--- src/rtl/mult_timing_monitor.sv ---
// ============================================================================
// Module   : mult_timing_monitor
// Purpose  : Cycle-accurate latency checker for a dual-copy constant-time
//            multiplier; reports per-run latencies, leak, sticky leak, timeout.
//            Optional product comparison enabled by MULT_PRODUCT_CHECK_EN.
// Revision : 1.0 - initial release
// ============================================================================
`default_nettype none

module mult_timing_monitor #(
  parameter int WIDTH = 4,
  parameter int CNT_W = 8
) (
  input  logic               clk,
  input  logic               rst,
  input  logic               start,
  input  logic               product_done_a,
  input  logic               product_done_b,
  input  logic [2*WIDTH-1:0] product_a,
  input  logic [2*WIDTH-1:0] product_b,
  output logic               busy,
  output logic               result_valid,
  output logic [CNT_W-1:0]   latency_a,
  output logic [CNT_W-1:0]   latency_b,
  output logic               leak,
  output logic               leak_sticky,
  output logic               timeout,
  output logic               product_mismatch
);

  localparam logic [CNT_W-1:0] c_cnt_one = {{(CNT_W-1){1'b0}}, 1'b1};
  localparam logic [CNT_W-1:0] c_cnt_max = {CNT_W{1'b1}};

  typedef enum logic [1:0] {
    S_IDLE   = 2'd0,
    S_RUN    = 2'd1,
    S_REPORT = 2'd2
  } state_t;

  state_t             r_state;
  state_t             w_next;
  logic [CNT_W-1:0]   r_cnt_a, r_cnt_b;
  logic               r_done_a, r_done_b;
  logic               r_busy, r_result_valid;
  logic [CNT_W-1:0]   r_latency_a, r_latency_b;
  logic               r_leak, r_leak_sticky, r_timeout, r_product_mismatch;

  logic [CNT_W-1:0]   w_inc_a, w_inc_b;
  logic               w_hit_a, w_hit_b;
  logic               w_have_a, w_have_b;
  logic               w_to_a, w_to_b, w_timeout, w_finish;
  logic [CNT_W-1:0]   w_lat_a, w_lat_b;
  logic               w_pm, w_leak;

  assign w_inc_a  = r_cnt_a + c_cnt_one;
  assign w_inc_b  = r_cnt_b + c_cnt_one;
  assign w_hit_a  = !r_done_a && product_done_a;
  assign w_hit_b  = !r_done_b && product_done_b;
  assign w_have_a = r_done_a || w_hit_a;
  assign w_have_b = r_done_b || w_hit_b;
  assign w_to_a   = !w_have_a && (w_inc_a == c_cnt_max);
  assign w_to_b   = !w_have_b && (w_inc_b == c_cnt_max);
  assign w_timeout = w_to_a || w_to_b;
  assign w_finish  = (w_have_a && w_have_b) || w_timeout;

  // Unlatched counters advance in lockstep with the run, so on timeout an
  // unlatched copy's incremented count is exactly the all-ones value.
  assign w_lat_a = r_done_a ? r_cnt_a : w_inc_a;
  assign w_lat_b = r_done_b ? r_cnt_b : w_inc_b;

`ifdef MULT_PRODUCT_CHECK_EN
  logic [2*WIDTH-1:0] r_prod_a, r_prod_b;
  logic [2*WIDTH-1:0] w_cap_a, w_cap_b;

  assign w_cap_a = r_done_a ? r_prod_a : product_a;
  assign w_cap_b = r_done_b ? r_prod_b : product_b;
  assign w_pm    = !w_timeout && (w_cap_a != w_cap_b);

  always_ff @(posedge clk or posedge rst) begin
    if (rst) begin
      r_prod_a <= '0;
      r_prod_b <= '0;
    end else if (r_state == S_RUN) begin
      if (w_hit_a) r_prod_a <= product_a;
      if (w_hit_b) r_prod_b <= product_b;
    end
  end
`else
  logic w_unused_prod;
  assign w_unused_prod = ^{product_a, product_b};
  assign w_pm          = 1'b0;
`endif

  assign w_leak = (w_lat_a != w_lat_b) || w_timeout || w_pm;

  always_comb begin
    w_next = r_state;
    case (r_state)
      S_IDLE:   if (start) w_next = S_RUN;
      S_RUN:    if (w_finish) w_next = S_REPORT;
      S_REPORT: w_next = S_IDLE;
      default:  w_next = S_IDLE;
    endcase
  end

  always_ff @(posedge clk or posedge rst) begin
    if (rst) begin
      r_state            <= S_IDLE;
      r_cnt_a            <= '0;
      r_cnt_b            <= '0;
      r_done_a           <= 1'b0;
      r_done_b           <= 1'b0;
      r_busy             <= 1'b0;
      r_result_valid     <= 1'b0;
      r_latency_a        <= '0;
      r_latency_b        <= '0;
      r_leak             <= 1'b0;
      r_leak_sticky      <= 1'b0;
      r_timeout          <= 1'b0;
      r_product_mismatch <= 1'b0;
    end else begin
      r_state        <= w_next;
      r_busy         <= (w_next != S_IDLE);
      r_result_valid <= 1'b0;
      case (r_state)
        S_IDLE: begin
          r_cnt_a  <= '0;
          r_cnt_b  <= '0;
          r_done_a <= 1'b0;
          r_done_b <= 1'b0;
        end
        S_RUN: begin
          if (!r_done_a) r_cnt_a <= w_inc_a;
          if (!r_done_b) r_cnt_b <= w_inc_b;
          if (w_hit_a) r_done_a <= 1'b1;
          if (w_hit_b) r_done_b <= 1'b1;
          // Results are registered on entry to REPORT so they are visible
          // during the REPORT cycle itself.
          if (w_finish) begin
            r_result_valid     <= 1'b1;
            r_latency_a        <= w_lat_a;
            r_latency_b        <= w_lat_b;
            r_timeout          <= w_timeout;
            r_product_mismatch <= w_pm;
            r_leak             <= w_leak;
            r_leak_sticky      <= r_leak_sticky || w_leak;
          end
        end
        default: ;
      endcase
    end
  end

  assign busy             = r_busy;
  assign result_valid     = r_result_valid;
  assign latency_a        = r_latency_a;
  assign latency_b        = r_latency_b;
  assign leak             = r_leak;
  assign leak_sticky      = r_leak_sticky;
  assign timeout          = r_timeout;
  assign product_mismatch = r_product_mismatch;

endmodule

`default_nettype wire

--- config.mk ---
export PLATFORM = sky130hd
export DESIGN_NAME = mult_timing_monitor
export DESIGN_NICKNAME = d
export VERILOG_FILES = /design/src/rtl/mult_timing_monitor.sv
export SDC_FILE = /design/constraint.sdc
export NUM_CORES = 1
export LEC_CHECK = 0
export ABC_AREA = 1
export BUFFER_PORTS_ARGS = -buffer_cell sky130_fd_sc_hd__buf_2
export CAP_MARGIN = 5
export CORE_MARGIN = 5
export CORE_UTILIZATION = 56
export CTS_CLUSTER_SIZE = 20
export DETAILED_ROUTE_END_ITERATION = 16
export GPL_ROUTABILITY_DRIVEN = 0
export PLACE_DENSITY = 0.8
export SYNTH_ARGS = -nofsm -noshare
export SYNTH_HDL_FRONTEND = slang
export SYNTH_SLANG_ARGS = --single-unit
--- constraint.sdc ---
create_clock -name clk -period 2 [get_ports clk]
set_input_delay 0.3 -clock clk [delete_from_list [all_inputs] [get_ports clk]]
set_output_delay 0.3 -clock clk [all_outputs]
set_load 0.02 [all_outputs]
== Word-level counts from Yosys, hierarchy flattened ==
Cells that the tools add are included.

* Bits in registers: 41
* Output and inout port bits: 22
* Logic and storage cells: 54

* Add/subtract/negate cells: 2
* Equality and inequality tests: 6
* Multiplexer cells: 13
* Reduce and logical (&&, ||, !) cells: 21

{| class="wikitable"
|+ Operators with widths
! operator !! number
|-
| $pmux 8 s2 || 2
|-
| $add 8x1->8 const B || 2
|-
| $eq 8x8->1 const B || 2
|-
| $mux 8 || 2
|-
| $ne 8x8->1 || 1
|-
| $logic_or 1x1->1 || 6
|-
| $reduce_and 2->1 || 3
|-
| $logic_and 1x1->1 || 5
|-
| $logic_not 1->1 || 4
|-
| $mux 1 || 4
|-
| $mux 2 || 2
|-
| $ne 2x2->1 const B || 2
|-
| $pmux 1 s2 || 2
|-
| $pmux 2 s2 || 1
|-
| $reduce_bool 2->1 || 2
|-
| $eq 2x1->1 const B || 1
|-
| $logic_not 2->1 || 1
|}

== Longest topological paths before layout ==
* Depth after elaboration: 10
* Depth in mapped cells: 14
* Depth with buffers taken out: 14

== Least setup slack after synthesis ==
Ideal clock, no wire load.

* Kind: flip-flop to flip-flop
* From: register r_cnt_a[0]
* To: register r_latency_b[3], in the netlist latency_b[3]
* Arrival time: 1,636 ps
* Data required time: 1,870 ps
* Setup slack: 234 ps
* Stages on the path, launching flop included: 12
* Buffers on the path: 1
* Path through: dfrtp_1 -> ha_1 -> nand3_1 -> nand2_1 -> and2_1 -> nor2_2 -> nand3_2 -> nand3_2 -> nand2_4 -> buf_6 -> nand2_2 -> o21ai_2

* Cells in the longest elaborated chain, start to end: 6

{| class="wikitable"
|+ Ends and longest elaborated chain
! item !! line !! text
|-
| start, declared || 42 || <nowiki>logic [CNT_W-1:0] r_cnt_a, r_cnt_b;</nowiki>
|-
| start signal, assigned || 133 || <nowiki>if (!r_done_a) r_cnt_a <= w_inc_a;</nowiki>
|-
| $add 8x1->8 || 55 || <nowiki>assign w_inc_a = r_cnt_a + c_cnt_one;</nowiki>
|-
| $eq 8x8->1 || 61 || <nowiki>assign w_to_a = !w_have_a && (w_inc_a == c_cnt_max);</nowiki>
|-
| $logic_and 1x1->1 || 61 ||
|-
| $logic_or 1x1->1 || 63 || <nowiki>assign w_timeout = w_to_a || w_to_b;</nowiki>
|-
| $logic_or 1x1->1 || 64 || <nowiki>assign w_finish = (w_have_a && w_have_b) || w_timeout;</nowiki>
|-
| $reduce_and 2->1 (no line) || n/a ||
|-
| end signal, assigned || 142 || <nowiki>r_latency_b <= w_lat_b;</nowiki>
|-
| end, declared || 45 || <nowiki>logic [CNT_W-1:0] r_latency_a, r_latency_b;</nowiki>
|}

Every way passes these cells.
A chain may end at the register's enable or synchronous reset.

== Final worst setup path ==
* From: register r_cnt_b[0]
* To: register r_latency_a[3], in the netlist latency_a[3]

* Cells in the longest elaborated chain, start to end: 6

{| class="wikitable"
|+ Ends and longest elaborated chain
! item !! line !! text
|-
| start, declared || 42 ||
|-
| start signal, assigned || 134 || <nowiki>if (!r_done_b) r_cnt_b <= w_inc_b;</nowiki>
|-
| $add 8x1->8 || 56 || <nowiki>assign w_inc_b = r_cnt_b + c_cnt_one;</nowiki>
|-
| $eq 8x8->1 || 62 || <nowiki>assign w_to_b = !w_have_b && (w_inc_b == c_cnt_max);</nowiki>
|-
| $logic_and 1x1->1 || 62 ||
|-
| $logic_or 1x1->1 || 63 ||
|-
| $logic_or 1x1->1 || 64 ||
|-
| $reduce_and 2->1 (no line) || n/a ||
|-
| end signal, assigned || 141 || <nowiki>r_latency_a <= w_lat_a;</nowiki>
|-
| end, declared || 45 ||
|}

Every way passes these cells.

==> metrics.md <==
| Metric | Value |
|---|---|
| Status | `complete, no violations` |
| Avg Inst Size Synth | `around 7.2 µm²` |
| CP Capture Point | `latency_a[3]` |
| Startpoint Class | `register` |
| Net Count, Synth | `364` |
| CP Buf/Inv Count | `2` |
| Delay-heaviest family, CP | `simple AND/OR/NAND/NOR gates` |
| Initial antenna violation count | `0` |
| Register area | `1030 µm²` |
| Reg2reg start | `r_cnt_b[0]` |
| Yosys top cell area share | `41.8%` |
| DR pass1 iterations | `5` |
| Via count of the first global-routing pass | `2,134` |
| Placeable Area | `4290 µm²` |
| Measured slew at the worst slew-check pin | `0.567 ns` |
| Minimum clock period | `1.88 ns` |
| Arrival @ worst endpoint | `2.04 ns` |
| # H-tree levels | `2` |
| First-pass GRT wire length | `between 9000 and 10,000 µm` |
| CP Capture Type | `register` |
| Clock latency on the worst-skew pair | `0.29 ns` |
| Unique cell type count in the Yosys netlist | `25` |
| Area growth syn-to-layout | `13.3%` |
| Unrepaired setup endpoints after global routing | `true` |
| ANT cells | `0` |
| CTS tree | `built` |
| DRT iter0 DRCs | `210` |
| Count leader, synth | `nand2_1` |
| Worst reg2reg endpoint | `latency_a[3]` |
| Setup TNS | `0 ns` |
| Largest net degree at the start of global routing | `42` |
| MaxCap Viol Count | `0` |
| Fill count | `382` |
| Reg-to-reg slack, setup | `0.12 ns` |
| Hold Crit Class | `in -> async` |
| Layout Skew | `0.00854 ns` |
| Final nets | `395` |
| Post-route DRC | `0` |
| Die Wd | `76.2 µm` |
| Port Buffer Count | `25` |
| Post-synth EDFFs | `0` |
| FF-to-FF path depth | `12` |
| Worst Setup SP | `r_cnt_b[0]` |
| Critical setup path kind | `reg -> reg` |
| Yosys top cell by area | `dfrtp_1` |
| CTS clk-pin slew, worst paths | `0.08 ns` |
| Die H | `between 70 and 80 µm` |
| Critical path peak fanout | `11` |
| Fin cells | `421` |
| Postcts setup bufs | `0` |
| Synth area leaders | `dfrtp_1, nand2_1, o21ai_2` |
| Deepest clock path buffer count | `2` |
| LEAKAGE | `about 1.4 nW` |
| Antenna Nets Post-Route | `0` |
| Avg WL per Cell | `12.9 µm` |
| Multi-input combinational cell area | `1230 µm²` |
| Synth warnings | `0` |
| CP most frequent cell | `nand2_1` |
| Synth top cells by count | `nand2_1, dfrtp_1, inv_1` |
| Top Ports | `43` |
| Fmax | `between 0.5 and 0.6 GHz` |
| Tot GR Track Use | `19.2%` |
| CTS Root Cell | `clkbuf_8` |
| Die ar. | `5810 µm²` |
| Initial Utilization | `roughly 57%` |
| GRT Residual Overflow | `0` |
| Detailed Place HPWL | `4000 µm` |
| FP Rows | `24` |
| Syn Std Cell Area | `between 2000 and 2500 µm²` |
| Slowest CP cell | `dfrtp_2` |
| WP depth | `12` |
| Worst rel slew slack | `62.0%` |
| Largest stage delay, worst path | `0.46 ns` |
| CP Cell Sequence | `inv_1 -> ha_1 -> nand2_1 -> nor2_1 -> nand3_1 -> nor2_1 -> nand2_1 -> nand3_2 -> nand2_4 -> buf_12 -> nand2_1 -> o21ai_2` |
| Period utilisation layout | `between 90% and 100%` |
| Placed Cells | `415` |
| Cells after synthesis | `between 300 and 400` |
| Post-synthesis sequential area ratio | `41.8%` |
| Final Hold Fails | `0` |
| Post-synth top flop | `dfrtp_1` |
| Via count | `approximately 2,200` |
| Post-synthesis register bit count | `41` |
| Vias per cell | `5.28` |
| # setup viols final | `0` |
| CTS sink count | `around 40` |
| Final WL | `5420 µm` |
| VDD IR max | `832 µV` |
| Total CTS buffers | `5` |
| Crit path required time | `2.16 ns` |
| Share of cells above drive strength 1 | `23.6%` |
| Slew Limit Fails | `0` |
| Post-synth ARST share | `100%` |
| Cell Pwr Density | `1500 nW/µm²` |
-- repair_timing --
action	CTS	global route
hold buffers	0	0
gates resized for setup	0	8
setup endpoints to repair	0	18
-- worst min-delay path by stage --
stage | endpoint | slack, ns | depth (start not counted)
floorplan | r_state[0] | 0.44 | 1
global placement | leak_sticky | 0.44 | 2
detailed placement | leak_sticky | 0.44 | 2
CTS | latency_b[0] | 0.14 | 3
global route | latency_b[0] | 0.18 | 3
finish | latency_b[0] | 0.12 | 3
-- power breakdown --
part / total [W] / leakage, nW / internal [W] / switching [W]
registers: 0.00134 / 0.527 / 0.00110 / 0.000232
logic: 0.00233 / 0.875 / 0.000832 / 0.00150
clock network: 0.000504 / 0.0399 / 0.000230 / 0.000274
-- final cells by class --
type | count | share of cell area [%]
timing repair buffer | 38 | 8.91
multi-input combinational | 249 | 44.3
sequential | 41 | 37.0
tap | 52 | 2.34
clock inverter | 1 | 0.180
clock buffer | 5 | 2.48
inverter | 35 | 4.82
-- cell usage in the layout (no fill, tap or decap), types with 2 or more instances in the layout --
master    Yosys  routed
nand2_2      12      13
buf_12        0       2
o21ai_1       1       2
buf_2         6      25
inv_1        32      32
o21ai_2      17      17
nand2_1     138     137
nand3_2       2       3
dfrtp_2       0       2
ha_1          4       3
nand4_1       4       4
nand3_1      21      20
o22ai_1      16      16
buf_4         1      11
dfrtp_1      41      39
a21oi_1       4       4
nor2_1       15      15
clkinv_1      2       2
nor2_2        4       4
o21ai_0       7       6
clkbuf_8      0       5
-- metrics by stage --
stage / worst slack, ns / power (W) / hold slack [ns] / cell area (µm²) / utilization (%)
after floorplan: 0.234 / 0.00299 / 0.440 / 2450 / -
after global placement: 0.120 / 0.00356 / 0.442 / 2680 / 62.4
after detailed placement: 0.0940 / 0.00364 / 0.444 / 2680 / 62.4
after CTS: 0.0680 / 0.00415 / 0.136 / 2760 / 64.2
after global routing: -0.0350 / 0.00453 / 0.181 / 2780 / 64.7
final: 0.117 / 0.00417 / 0.118 / 2780 / 64.7
-- cells by family after synthesis --
logic type	share of synthesized area, %
simple gates	34.6
buf+inv	8.87
compound gates	12.6
flops	41.8
fa+ha+maj	2.04
other cells	0.153
-- tightest hold or removal path, cell delays in order --
cell	delay, ns
buf_2	0.10
inv_1	0.04
buf_4	0.43
-- routing by layer --
metal	global-route usage (%)	share of wire [%]
met2	31.8	49
met4	7.34	1.8
met1	24.2	46
met3	4.49	3.8
met5	0	0
-- sequential cells by signal, indices dropped and copies added (netlist names) --
| register | count |
|---|---|
| busy | 1 |
| latency_a | 8 |
| latency_b | 8 |
| leak | 1 |
| leak_sticky | 1 |
| r_cnt_a | 8 |
| r_cnt_b | 8 |
| r_done_a | 1 |
| r_done_b | 1 |
| r_state | 2 |
| result_valid | 1 |
| timeout | 1 |
Power figures use the tool's default switching activity.
